==> config.mk <==
export PLATFORM = sky130hd
export DESIGN_NAME = time_counter
export DESIGN_NICKNAME = d
export VERILOG_FILES = /design/src/rtl/clock_pkg.sv /design/src/rtl/mod_n_counter.sv /design/src/rtl/time_counter.sv
export SDC_FILE = /design/constraint.sdc
export NUM_CORES = 1
export LEC_CHECK = 0
export CORE_MARGIN = 4
export CORE_UTILIZATION = 40
export CTS_CLUSTER_DIAMETER = 150
export DETAILED_ROUTE_END_ITERATION = 8
export GPL_ROUTABILITY_DRIVEN = 0
export GPL_TIMING_DRIVEN = 0
export SLEW_MARGIN = 10
export SYNTH_ARGS = -nofsm -noshare
export SYNTH_HDL_FRONTEND = slang
export SYNTH_SLANG_ARGS = --single-unit
export TNS_END_PERCENT = 30
==> constraint.sdc <==
create_clock -name clk_i -period 3.15 [get_ports clk_i]
set_input_delay 0.4725 -clock clk_i [delete_from_list [all_inputs] [get_ports clk_i]]
set_output_delay 0.4725 -clock clk_i [all_outputs]
set_load 0.005 [all_outputs]
==> src/rtl/clock_pkg.sv <==
// Shared time-field widths and terminal values for the digital clock.
// Used by the time counter, the adjust block and the display decoder.
package clock_pkg;

    localparam int TIME_W    = 6;
    localparam int SEC_LAST  = 59;
    localparam int MIN_LAST  = 59;
    localparam int HOUR_LAST = 23;

endpackage

==> src/rtl/mod_n_counter.sv <==
// Modulo-(LAST+1) counter with priority load and combinational wrap flag.
// Out-of-range load values are clamped to zero.
module mod_n_counter
    import clock_pkg::*;
#(
    parameter int WIDTH = TIME_W,
    parameter int LAST  = SEC_LAST
) (
    input  logic             clk_i,
    input  logic             rst_ni,
    input  logic             en,
    input  logic             load,
    input  logic [WIDTH-1:0] load_val,
    output logic [WIDTH-1:0] value,
    output logic             wrap
);

    localparam logic [WIDTH-1:0] LAST_V = WIDTH'(LAST);

    // Terminal compare happens before incrementing, so LAST+1 never appears
    assign wrap = en && (value == LAST_V);

    always_ff @(posedge clk_i or negedge rst_ni) begin
        if (!rst_ni) begin
            value <= '0;
        end else if (load) begin
            value <= (load_val > LAST_V) ? '0 : load_val;
        end else if (en) begin
            value <= wrap ? '0 : value + 1'b1;
        end
    end

endmodule

==> src/rtl/time_counter.sv <==
// Timekeeping core: 1 Hz prescaler plus 24 h seconds/minutes/hours.
// Accepts adjusted minute/hour values from the time-adjust block.
module time_counter
    import clock_pkg::*;
#(
    parameter int TICKS_PER_SEC = 50_000_000
) (
    input  logic              clk_i,
    input  logic              rst_ni,
    input  logic              run_i,
    input  logic              load_i,
    input  logic [TIME_W-1:0] minute_i,
    input  logic [TIME_W-1:0] hour_i,
    output logic [TIME_W-1:0] second_o,
    output logic [TIME_W-1:0] minute_o,
    output logic [TIME_W-1:0] hour_o,
    output logic              sec_tick_o,
    output logic              min_carry_o,
    output logic              day_carry_o
);

    localparam int PRESC_W = $clog2(TICKS_PER_SEC);
    localparam logic [PRESC_W-1:0] PRESC_LAST = PRESC_W'(TICKS_PER_SEC - 1);

    logic [PRESC_W-1:0] presc;
    logic               tick;
    logic               sec_wrap;
    logic               min_wrap;
    logic               hour_wrap;

    // A load on the same edge swallows the tick
    assign tick = run_i && !load_i && (presc == PRESC_LAST);

    always_ff @(posedge clk_i or negedge rst_ni) begin
        if (!rst_ni) begin
            presc <= '0;
        end else if (load_i) begin
            presc <= '0;
        end else if (run_i) begin
            presc <= tick ? '0 : presc + 1'b1;
        end
    end

    mod_n_counter #(.WIDTH(TIME_W), .LAST(SEC_LAST)) u_sec (
        .clk_i    (clk_i),
        .rst_ni   (rst_ni),
        .en       (tick),
        .load     (load_i),
        .load_val ('0),
        .value    (second_o),
        .wrap     (sec_wrap)
    );

    mod_n_counter #(.WIDTH(TIME_W), .LAST(MIN_LAST)) u_min (
        .clk_i    (clk_i),
        .rst_ni   (rst_ni),
        .en       (sec_wrap),
        .load     (load_i),
        .load_val (minute_i),
        .value    (minute_o),
        .wrap     (min_wrap)
    );

    mod_n_counter #(.WIDTH(TIME_W), .LAST(HOUR_LAST)) u_hour (
        .clk_i    (clk_i),
        .rst_ni   (rst_ni),
        .en       (min_wrap),
        .load     (load_i),
        .load_val (hour_i),
        .value    (hour_o),
        .wrap     (hour_wrap)
    );

    always_ff @(posedge clk_i or negedge rst_ni) begin
        if (!rst_ni) begin
            sec_tick_o  <= 1'b0;
            min_carry_o <= 1'b0;
            day_carry_o <= 1'b0;
        end else begin
            sec_tick_o  <= tick;
            min_carry_o <= sec_wrap;
            day_carry_o <= hour_wrap;
        end
    end

endmodule

==> impl_metrics.env, run 1 <==
export IMPL_status="finished clean"
export IMPL_async_reset_ff_share_pct=100
export IMPL_synth_flop_cell="dfrtp_1"
export IMPL_setup_viol=0
export IMPL_min_period_ns=2.91
export IMPL_clockRootBuffer="clkbuf_8"
export IMPL_cts_setup_buffers=0
export IMPL_seqPwrFrac_pct=55.1
export IMPL_grt_max_degree=30
export IMPL_crit_top_cell="nand2_1"
export IMPL_clock_latency_ns=0.29
export IMPL_diodes=0
export IMPL_initial_utilization_pct=41.1
export IMPL_antenna_left=0
export IMPL_yosys_top_cells_area="dfrtp_1, nand2_1, nand3_1"
export IMPL_hold_path_class="input pin to asynchronous set/reset pin"
export IMPL_core_um2=6350
export IMPL_synth_top_area_share_pct=45.1
export IMPL_die_area_um2=7870
export IMPL_die_x_um=88.7
export IMPL_synthesis_nets=306
export IMPL_max_stage_delay_ns=0.61
export IMPL_path_clk_slew_ns=0.09
export IMPL_crit_chain="clkdlybuf4s50_1 -> or4b_4 -> nor4_4 -> nand2_1 -> nand2_1 -> buf_2 -> nor2_1"
export IMPL_cellLeakagePower_uw=0.00127
export IMPL_internal_power_uw=883
export IMPL_cts_sinks=47
export IMPL_wl_per_cell_um=15.8
export IMPL_end_kind="register"
export IMPL_fin_nets=349
export IMPL_grtUsageTotal_pct=17.8
export IMPL_cts_tree="yes"
export IMPL_power_uw=1160
export IMPL_crit_slowest_cell="clkdlybuf4s50_1"
export IMPL_cts_buffers=5
export IMPL_finish_utilization_pct=49.9
export IMPL_viasPerCell=5.63
export IMPL_cp_arrival_ns=3.09
export IMPL_grt_pass1_vias=2292
export IMPL_grt_overflow=0
export IMPL_switching_power_uw=278
export IMPL_switching_share_pct=24.0
export IMPL_slew_viol_final=0
export IMPL_tightest_slew_ns=1.17
export IMPL_ys_types=50
export IMPL_relSlewSlack_pct=21.4
export IMPL_post_dp_hpwl_um=4740
export IMPL_drv_cap=0
export IMPL_ctsLongestPathBuffers=2
export IMPL_peakVddDrop_mv=0.170
export IMPL_drt_iter0_drc=115
export IMPL_area_growth_pct=21.5
export IMPL_ys_ff_latch=47
export IMPL_min_period_over_period_pct=92.2
export IMPL_synth_area_per_cell_um2=9.12
export IMPL_antenna_found_initial=0
export IMPL_drc=0
export IMPL_critPathLaunchType="input pin"
export IMPL_max_freq_ghz=0.344
export IMPL_num_vias=2292
export IMPL_num_rows=29
export IMPL_place_port_buffers=35
export IMPL_final_setup_skew_ns=0.00634
export IMPL_yosys_warnings=0
export IMPL_cts_hold_buffers_added=0
export IMPL_routed_wl_um=6430
export IMPL_htreeDepth=2
export IMPL_syn_area_um2=2610
export IMPL_comb_power_share_pct=10.9
export IMPL_pwr_share_clk_pct=34.0
export IMPL_synthCells=286
export IMPL_dr_pass1_iters=4
export IMPL_required_ns=3.33
export IMPL_cts_resized=0
export IMPL_setup_tns_ns=0
export IMPL_final_layout_size_suffix_gt1_share_pct=5.76
export IMPL_seq_area_frac_synth_pct=45.1
export IMPL_synth_edff_count=0
export IMPL_die_h_um=88.7
export IMPL_crit_type="input pin to register"
export IMPL_powerDensity_nw_per_um2=366
export IMPL_grt_pass1_wl_um=11100
export IMPL_yosys_area_top_type="dfrtp_1"
export IMPL_grt_setup_unrepaired="no"
export IMPL_path_max_fanout=10
export IMPL_hold_viol_final=0
export IMPL_io_pins=37
through the flow:
stage	setup slack [ns]	hold WS, ns	std cells	cell area [um2]
2_1_floorplan	0.789	0.177	286	2610
3_3_place_gp	-0.0429	0.532	398	3050
3_5_place_dp	-0.0926	0.455	399	3070
4_1_cts	0.236	0.130	407	3170
5_1_grt	0.0763	0.132	407	3170
6_report	0.244	0.121	407	3170
power groups by stage:
stage | clock network (uW) | logic, uW | registers, uW
detailed placement | 0 | 128 | 652
global route | 438 | 141 | 644
floorplan | 0 | 50.3 | 648
CTS | 412 | 129 | 640
global placement | 0 | 125 | 651
finish | 395 | 127 | 640
critical path, delay by kind of cell:
kind	cells	cell delay (ns)
simple gates	5	1.73
buf+inv	2	0.87
final cells by class:
| cell class | count | area (um2) |
|---|---|---|
| Buffer | 7 | 28.8 |
| Clock buffer | 8 | 100 |
| Fill cell | 589 | 3180 |
| Inverter | 7 | 26.3 |
| Multi-Input combinational cell | 225 | 1380 |
| Sequential cell | 47 | 1180 |
| Tap cell | 77 | 96.3 |
| Timing Repair Buffer | 36 | 365 |
metal layers:
layer  up-vias  track usage, %  wire length, um
li1       1140               -                -
met1      1102            24.1             3080
met2        46            29.9             3040
met3         4            2.89              264
met4         0            4.26               42
met5         -               0                0
cell usage after synthesis, types with 3 or more instances:
cell	number
nor3_1	5
nand4_1	12
nor2_1	32
o21ai_0	10
nand2_1	37
dfrtp_1	47
xnor2_1	7
nor4_1	4
and3_1	6
clkbuf_1	5
or3_1	6
mux2i_1	3
nor2b_1	3
a21oi_1	5
or4_1	8
and4_1	4
o211ai_1	6
ha_1	4
nand3_1	27
inv_1	6
xor2_1	11
cells by family (layout without fill, tap and decap cells):
family	after synthesis	after routing	synth area share [%]
fa+ha+maj	4	4	1.92
flops	47	47	45.1
xor+xnor	18	18	6.05
buf+inv	14	58	2.11
compound gates	41	41	10.8
simple gates	158	158	32.4
mux	4	4	1.58
cells in the final DEF (no fill, tap or decap), drive strengths merged, types with 3 or more instances in the layout:
cell type and n:
ha 4, nand4 12, nor3 5, buf 4, a21oi 5, and4 4, nor2 32, dfrtp 47
or4b 3, or3 6, or4 8, o21ai 11, and3 6, nor4 5, xor2 11, clkbuf 13
inv 7, mux2i 3, o311ai 3, o211ai 6, clkdlybuf4s50 34, nand3 28, nor2b 3, xnor2 7
nand2 37
worst paths after layout:
path	slack (ns)	startpoint	end	cells past startpoint
worst max-delay path	0.24	run_i	presc[16]	7
worst min register to register	0.55	presc[18]	presc[18]	2
worst max register to register	0.42	u_sec.value[0]	u_hour.value[0]	7
worst min-delay path	0.12	rst_ni	u_min.value[5]	1
min in group clk_i	0.55	presc[18]	presc[18]	2
max in group asynchronous	2.51	rst_ni	presc[4]	2
registers in the layout, indices dropped and copies added, names as in the netlist:
name          flops
day_carry_o       1
min_carry_o       1
presc            26
sec_tick_o        1
u_hour.value      6
u_min.value       6
u_sec.value       6
(Power assumes the default switching activity.)
==> run 2, diff against run 1 <==
--- a/config.mk
+++ b/config.mk
@@ -6,11 +6,12 @@
 export NUM_CORES = 1
 export LEC_CHECK = 0
 export CORE_MARGIN = 4
-export CORE_UTILIZATION = 40
+export CORE_UTILIZATION = 54
 export CTS_CLUSTER_DIAMETER = 150
 export DETAILED_ROUTE_END_ITERATION = 8
 export GPL_ROUTABILITY_DRIVEN = 0
 export GPL_TIMING_DRIVEN = 0
+export PLACE_DENSITY = 0.79
 export SLEW_MARGIN = 10
 export SYNTH_ARGS = -nofsm -noshare
 export SYNTH_HDL_FRONTEND = slang
==> impl_metrics.env, run 2 (synthesized netlist as in run 1, its figures left out) <==
export IMPL_status="finished clean"
export IMPL_io_pins=37
export IMPL_clock_latency_ns=0.29
export IMPL_grt_max_degree=27
export IMPL_grt_pass1_wl_um=11200
export IMPL_final_cell_mix="dfrtp_1, nand2_1, clkdlybuf4s50_1"
export IMPL_min_period_ns=2.86
export IMPL_grt_overflow=0
export IMPL_antenna_found_initial=0
export IMPL_grt_pass1_vias=2373
export IMPL_internal_power_uw=884
export IMPL_htreeDepth=2
export IMPL_peakVddDrop_mv=0.281
export IMPL_cts_buffers=5
export IMPL_pwr_share_clk_pct=33.8
export IMPL_mostFrequentLayoutCell="dfrtp_1"
export IMPL_antenna_left=0
export IMPL_wl_per_cell_um=15.9
export IMPL_viasPerCell=6.11
export IMPL_crit_type="input pin to register"
export IMPL_switching_share_pct=23.8
export IMPL_grtUsageTotal_pct=22.7
export IMPL_core_um2=4690
export IMPL_largest_reg_flops=26
export IMPL_hold_viol_final=0
export IMPL_slew_viol_final=0
export IMPL_cts_tree="yes"
export IMPL_place_area_um2=3050
export IMPL_place_port_buffers=35
export IMPL_switching_power_uw=276
export IMPL_fin_nets=349
export IMPL_dr_pass1_iters=4
export IMPL_final_layout_size_suffix_gt1_share_pct=5.76
export IMPL_end_kind="register"
export IMPL_cp_arrival_ns=3.03
export IMPL_ctsLongestPathBuffers=2
export IMPL_path_clk_slew_ns=0.09
export IMPL_seqPwrFrac_pct=55.2
export IMPL_relSlewSlack_pct=27.9
export IMPL_cts_sinks=47
export IMPL_critPathLaunchType="input pin"
export IMPL_drt_iter0_drc=114
export IMPL_post_dp_hpwl_um=4560
export IMPL_num_rows=25
export IMPL_tightest_slew_ns=1.07
export IMPL_final_area_um2=3150
export IMPL_final_setup_skew_ns=0.0117
export IMPL_die_area_um2=6000
export IMPL_diodes=0
export IMPL_routed_wl_um=6110
export IMPL_min_period_over_period_pct=90.6
export IMPL_grt_setup_unrepaired="no"
export IMPL_path_max_fanout=10
export IMPL_drc=0
export IMPL_max_freq_ghz=0.350
export IMPL_clockRootBuffer="clkbuf_8"
export IMPL_cts_hold_buffers_added=0
export IMPL_num_vias=2346
export IMPL_cts_resized=0
export IMPL_setup_viol=0
export IMPL_die_x_um=77.5
export IMPL_required_ns=3.32
export IMPL_area_growth_pct=20.7
export IMPL_drv_cap=0
export IMPL_cts_setup_buffers=0
export IMPL_powerDensity_nw_per_um2=368
export IMPL_finish_utilization_pct=67.1
export IMPL_initial_utilization_pct=55.6
export IMPL_die_h_um=77.5
export IMPL_largest_register="presc"
export IMPL_hold_path_class="input pin to asynchronous set/reset pin"
export IMPL_cellLeakagePower_uw=0.00127
export IMPL_fillers=390
export IMPL_comb_power_share_pct=11.1
run 2: cell count changes in the layout (fill, tap and decap cells not counted):
cell	previous run	this run
buf_12	1	0
buf_16	0	1
run 2: metrics by stage:
stage / setup WS [ns] / total power, uW / hold slack (ns) / setup TNS (ns) / std cells
floorplan: 0.789 / 698 / 0.177 / 0 / 286
global placement: 0.0119 / 773 / 0.525 / 0 / 375
CTS: 0.312 / 1170 / 0.206 / 0 / 384
global route: 0.0856 / 1210 / 0.216 / 0 / 384
detailed placement: -0.00538 / 780 / 0.523 / -0.0120 / 376
finish: 0.295 / 1160 / 0.184 / 0 / 384
run 2: cell type report:
class	instances	area (um2)	area share [%]
tap	54	67.6	2.15
buffer	7	28.8	0.914
multi-input combinational	225	1380	43.7
sequential	47	1180	37.4
clock buffer	8	100	3.18
timing repair buffer	36	373	11.8
inverter	7	26.3	0.835
run 2: final timing paths:
path | from | to | slack [ns] | cells past startpoint
min | rst_ni | min_carry_o | 0.18 | 1
max | run_i | presc[9] | 0.29 | 7
max in group asynchronous | rst_ni | u_hour.value[5] | 2.42 | 2
min in group clk_i | presc[25] | presc[25] | 0.55 | 2
min reg2reg | presc[25] | presc[25] | 0.55 | 2
max reg2reg | u_sec.value[0] | u_hour.value[0] | 0.51 | 7
run 2: power groups by stage:
stage / Clock [uW] / Combinational [uW] / Sequential [uW]
6_report: 392 / 128 / 640
5_1_grt: 427 / 143 / 643
4_1_cts: 397 / 129 / 639
3_5_place_dp: 0 / 129 / 651
3_3_place_gp: 0 / 123 / 651
2_1_floorplan: 0 / 50.3 / 648
run 2: worst max-delay path, cell delays in order:
cell             delay, ns
clkdlybuf4s50_1       0.59
or4b_4                0.52
nor4_4                0.44
nand2_1               0.33
nand2_1               0.33
buf_2                 0.27
nor2_1                0.07
run 2: metal layers:
metal / wire (um) / vias to the layer above / global-route usage [%] / part of all wire, %
met5: 0 / - / 0 / 0
met4: 29 / 0 / 5.87 / 0.47
met3: 324 / 2 / 3.94 / 5.3
met2: 2970 / 78 / 37.5 / 49
met1: 2780 / 1128 / 30.9 / 46
li1: - / 1138 / - / -
==> edit 1, RTL diff (settings of run 2) <==
`TIME_W`: 6 -> 12.
--- a/src/rtl/clock_pkg.sv
+++ b/src/rtl/clock_pkg.sv
@@ -3,5 +3,5 @@
 package clock_pkg;
 
-    localparam int TIME_W    = 6;
+    localparam int TIME_W    = 12;
     localparam int SEC_LAST  = 59;
     localparam int MIN_LAST  = 59;
Interface: changed (5 resized); port bits go from 37 to 67. No check against the original RTL was run, so the function may have changed too.
==> edit 1 against run 2 <==
- synthesized area up 48%
- total power up 35%
- largest power group unchanged
- first-iteration DRC count is 71% higher
- design area rose by 52%
- setup slack worse by 0.069 ns
- synthesized cell count increased by 49%
- critical endpoint is now presc[14]
- sequential cell count up 18
- wire length rose by 66%
- hold slack got worse by 0.14 ns
==> edit 1: results <==
[layout]
multi_input_cells = 337
multi_input_area_share_pct = 44.3
seq_area_share_pct = 33.9
drive_above_1_share_pct = 6.89
nNonClkInverters = 6
clock_area_share_pct = 3.00
layout.nets = 537
n_all_buffers = 86
fillers = 532
layout.nonclk_buf_share_pct = 15.9
instances_no_fill = 604

[grt]
gr-usage-met3_pct = 5.04
grt_use_total_pct = 24.9
grt_max_degree = 40
grt_use_met1_pct = 33.4
grt_pass1_wl_mm = 17.3
antenna_found_initial = 0

[routing]
vias = 3761
drt_wl_total_mm = 10.2
drt-met1-wl_mm = 4.39
wl_met3_um = 695
met2WireLength_mm = 4.90
drt_iter0_markers = 195
drtPass1Iterations = 5

[setup_path]
cpPeakStageDelay_ns = 0.65
cp.arrival_ns = 3.15

[clocking]
cts_buffers = 9
clock_latency_ns = 0.34
cts_sinks = 65
h-tree-depth = 3

[sta]
fin_worst_skew_ns = 0.00860
worst_pin_slew_ns = 0.818

[placement]
port_buffers = 66
hpwl_mm = 7.42
dpl_cell_area_um2 = 4650
dp_cells = 590
pre_cts_ws_ns = -0.0922

[power_and_ir_drop]
power.density_nw_per_um2 = 326

[synthesis]
avgSynthCellArea_um2 = 9.03
syn_nets = 459
synth-async-reset-ratio_pct = 100
synthTopCellsByArea = "dfrtp_1 (42%), a21oi_1 (4.5%), nand3_1 (4.0%), nand2_1 (3.7%), nor2_1 (3.5%)"

[run_status]
outcome = "finished clean"
[edit 1: critical path, delay by kind of cell]
family	cells	cell delay (ns)
simple gates	5	1.45
buf+inv	3	1.21
[edit 1: per-stage QoR]
| stage | total power, W | util (%) | hold slack (ns) |
|---|---|---|---|
| final | 0.00157 | 69.8 | 0.0392 |
| after detailed placement | 0.000998 | 67.7 | 0.411 |
| after floorplan | 0.000911 | - | 0.177 |
| after global routing | 0.00162 | 69.8 | 0.0593 |
| after CTS | 0.00157 | 69.8 | 0.0421 |
| after global placement | 0.000992 | 67.5 | 0.532 |
[edit 1: cell families (layout without fill, tap and decap cells)]
| logic type | after synthesis | in the layout | synth area share, % |
|---|---|---|---|
| AND/OR/NAND/NOR | 226 | 226 | 34.9 |
| AO/OA/AOI/OAI | 78 | 78 | 12.1 |
| flip-flops | 65 | 65 | 42.2 |
| buffers and inverters | 25 | 106 | 2.73 |
| XOR/XNOR | 22 | 22 | 5.00 |
| multiplexers | 7 | 7 | 1.82 |
| adder cells (fa/ha/maj) | 4 | 4 | 1.30 |
[edit 1: power by group]
group          internal [W]  leakage [nW]  switching [W]
registers          0.000843         0.904      0.0000130
logic             0.0000591         0.878      0.0000667
clock network      0.000277        0.0733       0.000307
total               0.00118          1.85       0.000387
[edit 1: worst paths after layout]
path                       slack, ns         endpoint  depth (start not counted)       from
setup / recovery                0.23        presc[14]                          8      run_i
hold / removal                  0.04  u_sec.value[11]                          1     rst_ni
setup reg to reg                0.44        presc[14]                          7   presc[9]
hold reg to reg                 0.56        presc[17]                          2  presc[17]
max in group asynchronous       2.58   u_min.value[5]                          2     rst_ni
min in group clk_i              0.56        presc[17]                          2  presc[17]
==> edit 2, RTL diff (config.mk and constraints of run 2) <==
Without the edit above. Register the inputs `run_i`, `load_i`, `minute_i` and `hour_i` before use. The logic sees them one clock later.
--- a/src/rtl/time_counter.sv
+++ b/src/rtl/time_counter.sv
@@ -23,4 +23,16 @@
     localparam logic [PRESC_W-1:0] PRESC_LAST = PRESC_W'(TICKS_PER_SEC - 1);
 
+    logic run_q;
+    logic load_q;
+    logic [TIME_W-1:0] minute_q;
+    logic [TIME_W-1:0] hour_q;
+
+    always_ff @(posedge clk_i) begin
+        run_q    <= run_i;
+        load_q   <= load_i;
+        minute_q <= minute_i;
+        hour_q   <= hour_i;
+    end
+
     logic [PRESC_W-1:0] presc;
     logic               tick;
@@ -30,12 +42,12 @@
 
     // A load on the same edge swallows the tick
-    assign tick = run_i && !load_i && (presc == PRESC_LAST);
+    assign tick = run_q && !load_q && (presc == PRESC_LAST);
 
     always_ff @(posedge clk_i or negedge rst_ni) begin
         if (!rst_ni) begin
             presc <= '0;
-        end else if (load_i) begin
+        end else if (load_q) begin
             presc <= '0;
-        end else if (run_i) begin
+        end else if (run_q) begin
             presc <= tick ? '0 : presc + 1'b1;
         end
@@ -46,5 +58,5 @@
         .rst_ni   (rst_ni),
         .en       (tick),
-        .load     (load_i),
+        .load     (load_q),
         .load_val ('0),
         .value    (second_o),
@@ -56,6 +68,6 @@
         .rst_ni   (rst_ni),
         .en       (sec_wrap),
-        .load     (load_i),
-        .load_val (minute_i),
+        .load     (load_q),
+        .load_val (minute_q),
         .value    (minute_o),
         .wrap     (min_wrap)
@@ -66,6 +78,6 @@
         .rst_ni   (rst_ni),
         .en       (min_wrap),
-        .load     (load_i),
-        .load_val (hour_i),
+        .load     (load_q),
+        .load_val (hour_q),
         .value    (hour_o),
         .wrap     (hour_wrap)
Function: changed (a bounded check fails within 4 cycles, from zero or initial values and one cycle with rst_ni low).
==> edit 2 against run 2 <==
- wire length is 4.0% higher
- first-iteration DRC count is 55% higher
- design area is 14% higher
- total power is 47% higher
- sequential cell count is 14 higher
- cell count is 9.9% higher
- via count is 6.9% higher
- non-clock buffer count is 4 higher
- global-route usage is 1.9 points lower
- synthesized area is 12% higher
- critical path depth is 1 lower
- clock skew is 0.0043 ns lower
- setup slack better by 0.54 ns
- combinational power is 6% lower
- largest cell class is now sequential cells
==> edit 2: results <==
[run_status]
outcome = "finished clean"

[routing]
met2WireLength_mm = 3.03
drt-met1-wl_mm = 2.87
drtPass1Iterations = 5
drt_wl_total_mm = 6.35
wl_met3_um = 366
drt_iter0_markers = 177
vias = 2507

[sta]
fin_worst_skew_ns = 0.00740
worst_pin_slew_ns = 0.884
period_share_pct = 73.7

[grt]
grt_max_degree = 35
grt_pass1_vias = 2187
grt_pass1_wl_mm = 10.4

[setup_path]
cpPeakStageDelay_ns = 0.69
cp.arrival_ns = 2.54
r2r_slack_ns = 0.83
critPathMaxFanout = 5

[clocking]
clock_latency_ns = 0.34
clk_pin_slew_ns = 0.07
cts_buffers = 9

[power_and_ir_drop]
ir_drop_uv = 327
finalPower_w = 0.00170
leakagePower_nw = 1.49

[layout]
layout.nets = 368
drive_above_1_share_pct = 9.66

[placement]
hpwl_mm = 4.45
pre_cts_ws_ns = 0.880

[synthesis]
synthTopCellsByCount = "dfrtp_1 (47), nand2_1 (36), nor2_1 (29)"
syn_nets = 320
yosysSeqAreaShare_pct = 50.0
## edit 2: how the worst min path moves through the flow
stage,startpoint,end,slack [ns],depth (start not counted)
5_1_grt,rst_ni,presc[10],0.03,1
4_1_cts,rst_ni,u_min.value[4],0.02,1
2_1_floorplan,rst_ni,day_carry_o,0.18,0
3_5_place_dp,rst_ni,presc[10],0.39,1
6_report,rst_ni,presc[10],0.02,1
3_3_place_gp,hour_q[0],u_hour.value[0],0.42,2
## edit 2: area by class of cell
class                   count  area, µm²
clock buffers              10        138
inverters                   8       30.0
flip-flops and latches     61       1460
multi-input cells         221       1380
plain buffers              10       46.3
repair buffers             37        375
clock inverters             5       75.1
fillers                   393       1580
well taps                  70       87.6
## edit 2: power by group
part / leakage (nW) / internal [W] / switching (W)
clock: 0.112 / 0.000458 / 0.000296
sequential: 0.759 / 0.000805 / 0.0000234
combinational: 0.623 / 0.0000611 / 0.0000585
## edit 2: cell families after synthesis
kind of cell    Yosys count  share of synthesized area [%]
compound gates           52                           11.8
xor+xnor                 18                           5.41
fa+ha+maj                 4                           1.72
buf+inv                  18                           2.62
flops                    61                           50.0
mux                       4                           1.37
simple gates            143                           27.1
## edit 2: routing by layer
layer	up-vias	track usage, %
li1	1201	-
met1	1223	27.7
met2	73	31.7
met3	10	6.58
met4	0	7.60
met5	-	0
## edit 2: per-stage QoR
step | utilization [%] | cell area, µm² | std cells
global route | 69.4 | 3590 | 422
detailed placement | 65.3 | 3380 | 407
CTS | 69.4 | 3590 | 422
global placement | 65.0 | 3360 | 406
finish | 69.4 | 3590 | 422
floorplan | - | 2920 | 300
